`src/rtl/alu_seq_pkg.sv`:
```
// alu_seq_pkg: ALU mode codes, sequencer op codes and state encodings shared by alu_seq
package alu_seq_pkg;
    localparam logic [3:0] ALU_ADD    = 4'd0;
    localparam logic [3:0] ALU_SUB    = 4'd1;
    localparam logic       SEQ_OP_MUL = 1'b0;
    localparam logic       SEQ_OP_DIV = 1'b1;
    typedef enum logic [1:0] {ST_IDLE, ST_ITER, ST_DONE} state_e;
endpackage

```
`src/rtl/alu_seq_ctrl.sv`:
```
// alu_seq_ctrl: IDLE/ITER/DONE sequencer with N-cycle iteration counter
module alu_seq_ctrl
    import alu_seq_pkg::*;
#(
    parameter int N = 8
) (
    input  logic clk,
    input  logic rst_n,
    input  logic go_i,
    output logic accept_o,
    output logic iter_o,
    output logic done_o,
    output logic busy_o
);
    localparam int CW = $clog2(N) + 1;
    state_e        state_q, state_d;
    logic [CW-1:0] cnt_q, cnt_d;
    logic          last;
    // next state: accept from IDLE, count N iterations, single DONE cycle
    always_comb begin
        state_d  = state_q;
        cnt_d    = cnt_q;
        accept_o = state_q == ST_IDLE && go_i;
        iter_o   = state_q == ST_ITER;
        done_o   = state_q == ST_DONE;
        busy_o   = state_q != ST_IDLE;
        last     = iter_o && cnt_q == CW'(N - 1);
        if (accept_o) begin
            state_d = ST_ITER;
            cnt_d   = '0;
        end else if (iter_o) begin
            cnt_d   = cnt_q + 1'b1;
            state_d = last ? ST_DONE : ST_ITER;
        end else if (done_o) begin
            state_d = ST_IDLE;
        end
    end
    // state and counter registers
    always_ff @(posedge clk or negedge rst_n) begin
        if (!rst_n) begin
            state_q <= ST_IDLE;
            cnt_q   <= '0;
        end else begin
            state_q <= state_d;
            cnt_q   <= cnt_d;
        end
    end
endmodule

```
`src/rtl/alu_seq.sv`:
```
// alu_seq: multi-cycle shift-add multiplier over a shared ALU; restoring divider when ALU_SEQ_DIV_EN is defined
module alu_seq
    import alu_seq_pkg::*;
#(
    parameter int N = 8
) (
    input  logic         clk,
    input  logic         rst_n,
    input  logic         start,
    input  logic         op,
    input  logic [N-1:0] opa,
    input  logic [N-1:0] opb,
    output logic         busy,
    output logic         done,
    output logic [N-1:0] res_hi,
    output logic [N-1:0] res_lo,
    output logic         div0,
    output logic         alu_own,
    output logic [3:0]   alu_mode,
    output logic [N-1:0] alu_a,
    output logic [N-1:0] alu_b,
    output logic         alu_cin,
    input  logic [N-1:0] alu_out,
    input  logic         alu_cout
);
    logic         go, accept, iter, div_req, is_div;
    logic [N-1:0] hi_q, hi_d, lo_q, lo_d, mcand_q, dvsr;
    logic [N:0]   t;

    alu_seq_ctrl #(.N(N)) u_ctrl (
        .clk      (clk),
        .rst_n    (rst_n),
        .go_i     (go),
        .accept_o (accept),
        .iter_o   (iter),
        .done_o   (done),
        .busy_o   (busy)
    );

`ifdef ALU_SEQ_DIV_EN
    logic         is_div_q, div0_q;
    logic [N-1:0] dvsr_q;
    assign go      = start;
    assign div_req = op == SEQ_OP_DIV;
    assign is_div  = is_div_q;
    assign dvsr    = dvsr_q;
    assign div0    = div0_q;
    // division operand and divide-by-zero flag, captured on accept
    always_ff @(posedge clk or negedge rst_n) begin
        if (!rst_n) begin
            is_div_q <= 1'b0;
            dvsr_q   <= '0;
            div0_q   <= 1'b0;
        end else if (accept) begin
            is_div_q <= div_req;
            dvsr_q   <= opb;
            div0_q   <= div_req && opb == '0;
        end
    end
`else
    assign go      = start && op == SEQ_OP_MUL;
    assign div_req = 1'b0;
    assign is_div  = 1'b0;
    assign dvsr    = '0;
    assign div0    = 1'b0;
`endif

    assign t        = {hi_q, lo_q[N-1]};
    assign alu_own  = iter;
    assign alu_cin  = 1'b0;
    assign alu_mode = iter && is_div ? ALU_SUB : ALU_ADD;
    assign alu_a    = iter ? (is_div ? t[N-1:0] : hi_q) : '0;
    assign alu_b    = iter ? (is_div ? dvsr : mcand_q) : '0;
    assign res_hi   = hi_q;
    assign res_lo   = lo_q;

    // hi/lo hold product or remainder/quotient; one shift step per ITER cycle
    always_comb begin
        hi_d = hi_q;
        lo_d = lo_q;
        if (accept) begin
            hi_d = '0;
            lo_d = div_req ? opa : opb;
        end else if (iter) begin
            if (is_div)
                {hi_d, lo_d} = (t[N] || !alu_cout) ? {alu_out, lo_q[N-2:0], 1'b1}
                                                   : {t[N-1:0], lo_q[N-2:0], 1'b0};
            else
                {hi_d, lo_d} = lo_q[0] ? {alu_cout, alu_out, lo_q[N-1:1]}
                                       : {1'b0, hi_q, lo_q[N-1:1]};
        end
    end
    // datapath registers; reset clears results
    always_ff @(posedge clk or negedge rst_n) begin
        if (!rst_n) begin
            hi_q    <= '0;
            lo_q    <= '0;
            mcand_q <= '0;
        end else begin
            hi_q    <= hi_d;
            lo_q    <= lo_d;
            if (accept) mcand_q <= opa;
        end
    end
endmodule

```
`config.mk`:
```
export PLATFORM = sky130hd
export DESIGN_NAME = alu_seq
export DESIGN_NICKNAME = d
export VERILOG_FILES = /design/src/rtl/alu_seq_pkg.sv /design/src/rtl/alu_seq_ctrl.sv /design/src/rtl/alu_seq.sv
export SDC_FILE = /design/constraint.sdc
export NUM_CORES = 1
export LEC_CHECK = 0
export CAP_MARGIN = 20
export CORE_UTILIZATION = 37
export CTS_CLUSTER_DIAMETER = 200
export DETAILED_ROUTE_END_ITERATION = 12
export PLACE_DENSITY_LB_ADDON = 0.3
export SLEW_MARGIN = 20
export SYNTH_ARGS = -nofsm -noshare
export SYNTH_HDL_FRONTEND = slang
export SYNTH_SLANG_ARGS = --single-unit
```
`constraint.sdc`:
```
create_clock -name clk -period 1.6 [get_ports clk]
set_clock_uncertainty 0.15 [all_clocks]
set_input_delay 0.32 -clock clk [delete_from_list [all_inputs] [get_ports clk]]
set_output_delay 0.32 -clock clk [all_outputs]
set_load 0.05 [all_outputs]
```
* Word level (Yosys, flattened, before mapping)
Cells that the tools add are included.
** Storage, ports and cells
- Output and inout port bits :: 41
- Input bits :: 29
- Register bits after elaboration :: 30
** Cells by class
- Add/subtract/negate cells :: 1
- Bitwise logic cells :: 1
- Reductions and logical operators :: 7
- Equal/unequal tests :: 3
- Muxes and demuxes :: 13
** Operators by type and width (count)
- 8-bit 2-to-1 mux :: 6
- 16-bit 2-to-1 mux :: 1
- 2-bit 2-to-1 mux :: 4
- 4-bit 2-to-1 mux :: 2
- 4-bit by 1-bit adder with 4-bit output, second input constant :: 1
- 4-bit by 3-bit equality test with 1-bit output, second input constant :: 1
- 2-bit nonzero test :: 2
- 1-bit logical AND :: 3
- 3-bit nonzero test :: 1
- 2-bit by 1-bit equality test with 1-bit output, second input constant :: 1
- 2-bit equality test, second input constant :: 1
- 2-bit zero test :: 1
- 1-bit inverter :: 1

* Longest topological paths before layout
Gate-level depths: netlist of the first run.
- Depth in word-level cells :: 5
- Mapped depth :: 6
- Gate-level depth less buffers :: 4

* Hierarchy
Synthesis of the first run repeated with hierarchy kept, for this count alone.
** Second synthesis, totals
- Cell total of the unflattened synthesis :: 143
- Area, all modules :: 1609.0 µm²
** By module, submodules not included
- alu_seq :: times used 1, cells each 115, area each 1306.3 µm²
- alu_seq_ctrl :: times used 1, cells each 28, area each 302.8 µm²

* Worst setup path before layout of the first run
Ideal clock, no wire load.
- Path kind :: reg2out
- Start point :: register u_ctrl.state_q[1]
- End point :: output port alu_b[0]
- Cell stages (with the launch flop) :: 6
- Arrival :: 1.651 ns
- Slack :: -0.521 ns
- Path buffers :: 2
- Path through :: dfrtp_1 -> nand2b_1 -> inv_2 -> buf_2 -> buf_2 -> and2_1
** Between the ends
- Longest elaborated chain between the ends :: 2
** Ends and longest elaborated chain
- start, declared :: line alu_seq_ctrl.sv:16 : state_e state_q, state_d;
- start signal, assigned :: line alu_seq_ctrl.sv:44 : state_q <= state_d;
- 2-bit by 1-bit equality test with 1-bit output :: line alu_seq_ctrl.sv:24 : iter_o = state_q == ST_ITER;
- net alu_own :: line alu_seq.sv:18 : output logic alu_own,
- 8-bit 2-to-1 mux :: line alu_seq.sv:73 : assign alu_b = iter ? (is_div ? dvsr : mcand_q) : '0;
- end, declared :: line alu_seq.sv:21 : output logic [N-1:0] alu_b,
The timed path passes the listed nets, and every way through them passes these cells.

* Worst setup path after layout of the first run
- Start point :: register u_ctrl.state_q[1]
- End point :: output port alu_b[4]
** Between the ends
- Longest elaborated chain between the ends :: 2
** Ends and longest elaborated chain (line)
- 2-bit by 1-bit equality test with 1-bit output :: alu_seq_ctrl.sv:24
- 8-bit 2-to-1 mux :: alu_seq.sv:73
Every way passes these cells.

==> results.cfg, run 1 <==
[grt]
antenna_found_initial = 0
grt_pass1_vias = 1332
grt-ovfl-total = 0
grt_pass1_wl_um = 6390
gr-usage-all-layers_pct = 19.8
grt_max_degree = 31

[cells_and_area]
multiInputGateArea_sq_um = 826
seq_area_sq_um = 753
final_common_cell = buf_12
drive_above_1_share_pct = 49.5
insertedDiodeCount = 0
fin_nets = 245
mostFrequentLayoutCells = 38 x buf_12, 28 x clkdlybuf4s50_1, 28 x dfrtp_1, 16 x and2_4, 12 x nand2_1
synthToLayoutAreaGrowth_pct = 99.2
finalCoreUtilization_pct = 79.2
fill_cells = 209
final_area_sq_mm = 0.00299

[synthesis]
synth-edff-count = 0
yosysSeqAreaShare_pct = 50.1
ys.warnings.count = 0
yosys_register_bits = 30
async_flop_share_pct = 100
ys.flop_type = dfrtp_1
netlist_area_sq_mm = 0.00150
synth_cell_types = 31
syn_avg_cell_area_sq_um = 11.1
synthCells = 135

[routing]
via_per_inst = 5.11
post_drt_wl_per_cell_um = 16.0
drtAntennaViolNets = 0
vias = 1349
drc = 0
drt_first_pass_iters = 4
drt-initial-drc-count = 48
wl_um = 4220

[clock_network]
numCtsBuffers = 5
cts.sinks = 30
cts_buffer_depth = 2
insertion_delay_ns = 0.27
cts-root-buf = clkbuf_8
cts_tree = built
htreeDepth = 2
postCtsHoldBufs = 0
clk_pin_slew_ns = 0.06

[status]
violations = setup timing
status = complete, but fails checks

[critical_path]
path_class = reg -> out
critPathLaunch = u_ctrl.state_q[1]$_DFFE_PN0P_
start_kind = flop
arrival_ns = 1.31
crit_path_end = alu_b[4]
r2r_cells = 5
ff2ff_setup_slack_ns = -0.13
reg2reg_from = u_ctrl.state_q[0]$_DFFE_PN0P_
crit_path_top_delay_cell = dfrtp_2
crit_path_max_fanout = 10
required_ns = 1.13
crit_path_end_kind = output pin
cp_slowest_stage_delay_ns = 0.43
crit_chain = nand2b_4, inv_8, and2_4, buf_12
r2r-end = u_ctrl.cnt_q[2]$_DFFE_PN0P_

[die]
ioPinCount = 70
die_h_um = 65.7
fp.dieW_um = 65.7
row_count = 22
initial_utilization_pct = 39.7
die_area_sq_mm = 0.00431
core_area_sq_mm = 0.00377

[timing]
whs_ns = 0.258
rsz0062_at_grt = true
fmax_mhz = 563
finalSetupViolCount = 44
fin_crit_ns = 1.78
hold_viol_final = 0
fin_crit_sh_pct = 111
slew_violations = 0
fin_ws_ns = -0.177

[flow_run]
max_cap_violations = 0

[placed_design]
port_buffers = 63
place_area_sq_mm = 0.00260
dpl_worst_slack_ns = -0.380
hpwl_um = 2580
place_congestion = 0.722

[hold_path]
hold_path.class = in -> async
-- layout make-up --
cell class / instances / share of cell area [%]
inverter: 2 / 0.503
sequential: 30 / 25.2
timing repair buffer: 82 / 40.5
tap: 48 / 2.01
timing repair inverter: 1 / 0.377
multi-input combinational: 93 / 27.7
clock buffer: 8 / 3.69
-- cells in the mapped netlist, types with 2 or more instances --
master / number / area share [%]
buf_2: 6 / 2.0
nand3_1: 2 / 0.67
clkbuf_1: 2 / 0.50
dfrtp_1: 30 / 50
mux2i_1: 8 / 5.3
o21ai_0: 2 / 0.67
and2_1: 16 / 6.7
buf_4: 6 / 3.0
a22o_1: 7 / 4.1
mux2_2: 9 / 6.8
nand2b_1: 2 / 0.83
o22ai_1: 8 / 3.3
nand2_1: 12 / 3.0
nor2b_1: 2 / 0.83
a21o_1: 7 / 3.5
-- sequential cells by signal, indices dropped and copies added (netlist names) --
signal / flops
u_ctrl.cnt_q: 4
mcand_q: 8
res_lo: 8
res_hi: 8
u_ctrl.state_q: 2
-- cells by family (layout without fill, tap and decap cells) --
group	after synthesis	in the layout	share of synthesized area (%)
simple gates	40	40	15.5
flops	30	30	50.1
compound gates	28	28	13.9
mux	17	17	12.1
buf+inv	17	93	6.76
fa+ha+maj	1	1	0.835
other cells	1	6	0.250
xor+xnor	1	1	0.584
-- worst max-delay path: cells and delay by family (launching register included) --
kind                   cells  cell delay [ns]
and+or+nand+nor            2             0.36
buffers and inverters      2             0.24
DFF                        1             0.43
-- how the worst min path moves through the flow --
stage | end | slack [ns] | cells after the start
detailed placement | mcand_q[7]$_DFFE_PN0P_ | 0.35 | 1
floorplan | mcand_q[0]$_DFFE_PN0P_ | -0.13 | 0
finish | res_hi[5]$_DFFE_PN0P_ | 0.26 | 2
global route | res_hi[7]$_DFFE_PN0P_ | 0.27 | 2
CTS | res_lo[1]$_DFFE_PN0P_ | 0.26 | 2
global placement | mcand_q[7]$_DFFE_PN0P_ | 0.34 | 1
-- through the flow --
step,std cells,TNS [ns]
floorplan,140,-0.212
global placement,247,-5.90
detailed placement,247,-6.69
CTS,262,-4.74
global route,264,-7.12
finish,264,-4.60
-- timing repair --
action	in CTS	in global routing
gates resized for setup	16	29
gates cloned	2	0
setup buffers	5	2
setup endpoints to repair	29	47
pin swaps	1	10
endpoints found under the hold margin	0	0
-- per-layer routing --
metal	vias to the layer above	track usage, %	part of all wire, %
met5	-	0	0
met4	0	5.98	0.38
met3	4	4.86	6.9
met2	64	33.2	51
met1	663	24.9	41
li1	618	-	-
Power of run 1 is left out: the tool's default activity adds up to more than one toggle a clock period on the data nets, which glitch-free logic cannot reach.
==> run 2: changes to the inputs <==
- CAP_MARGIN: 20 -> not set
==> results of run 2 <==
Same layout as run 1: the final DEF is identical, and so are final timing and power.
Power of run 2 is left out for the same reason.
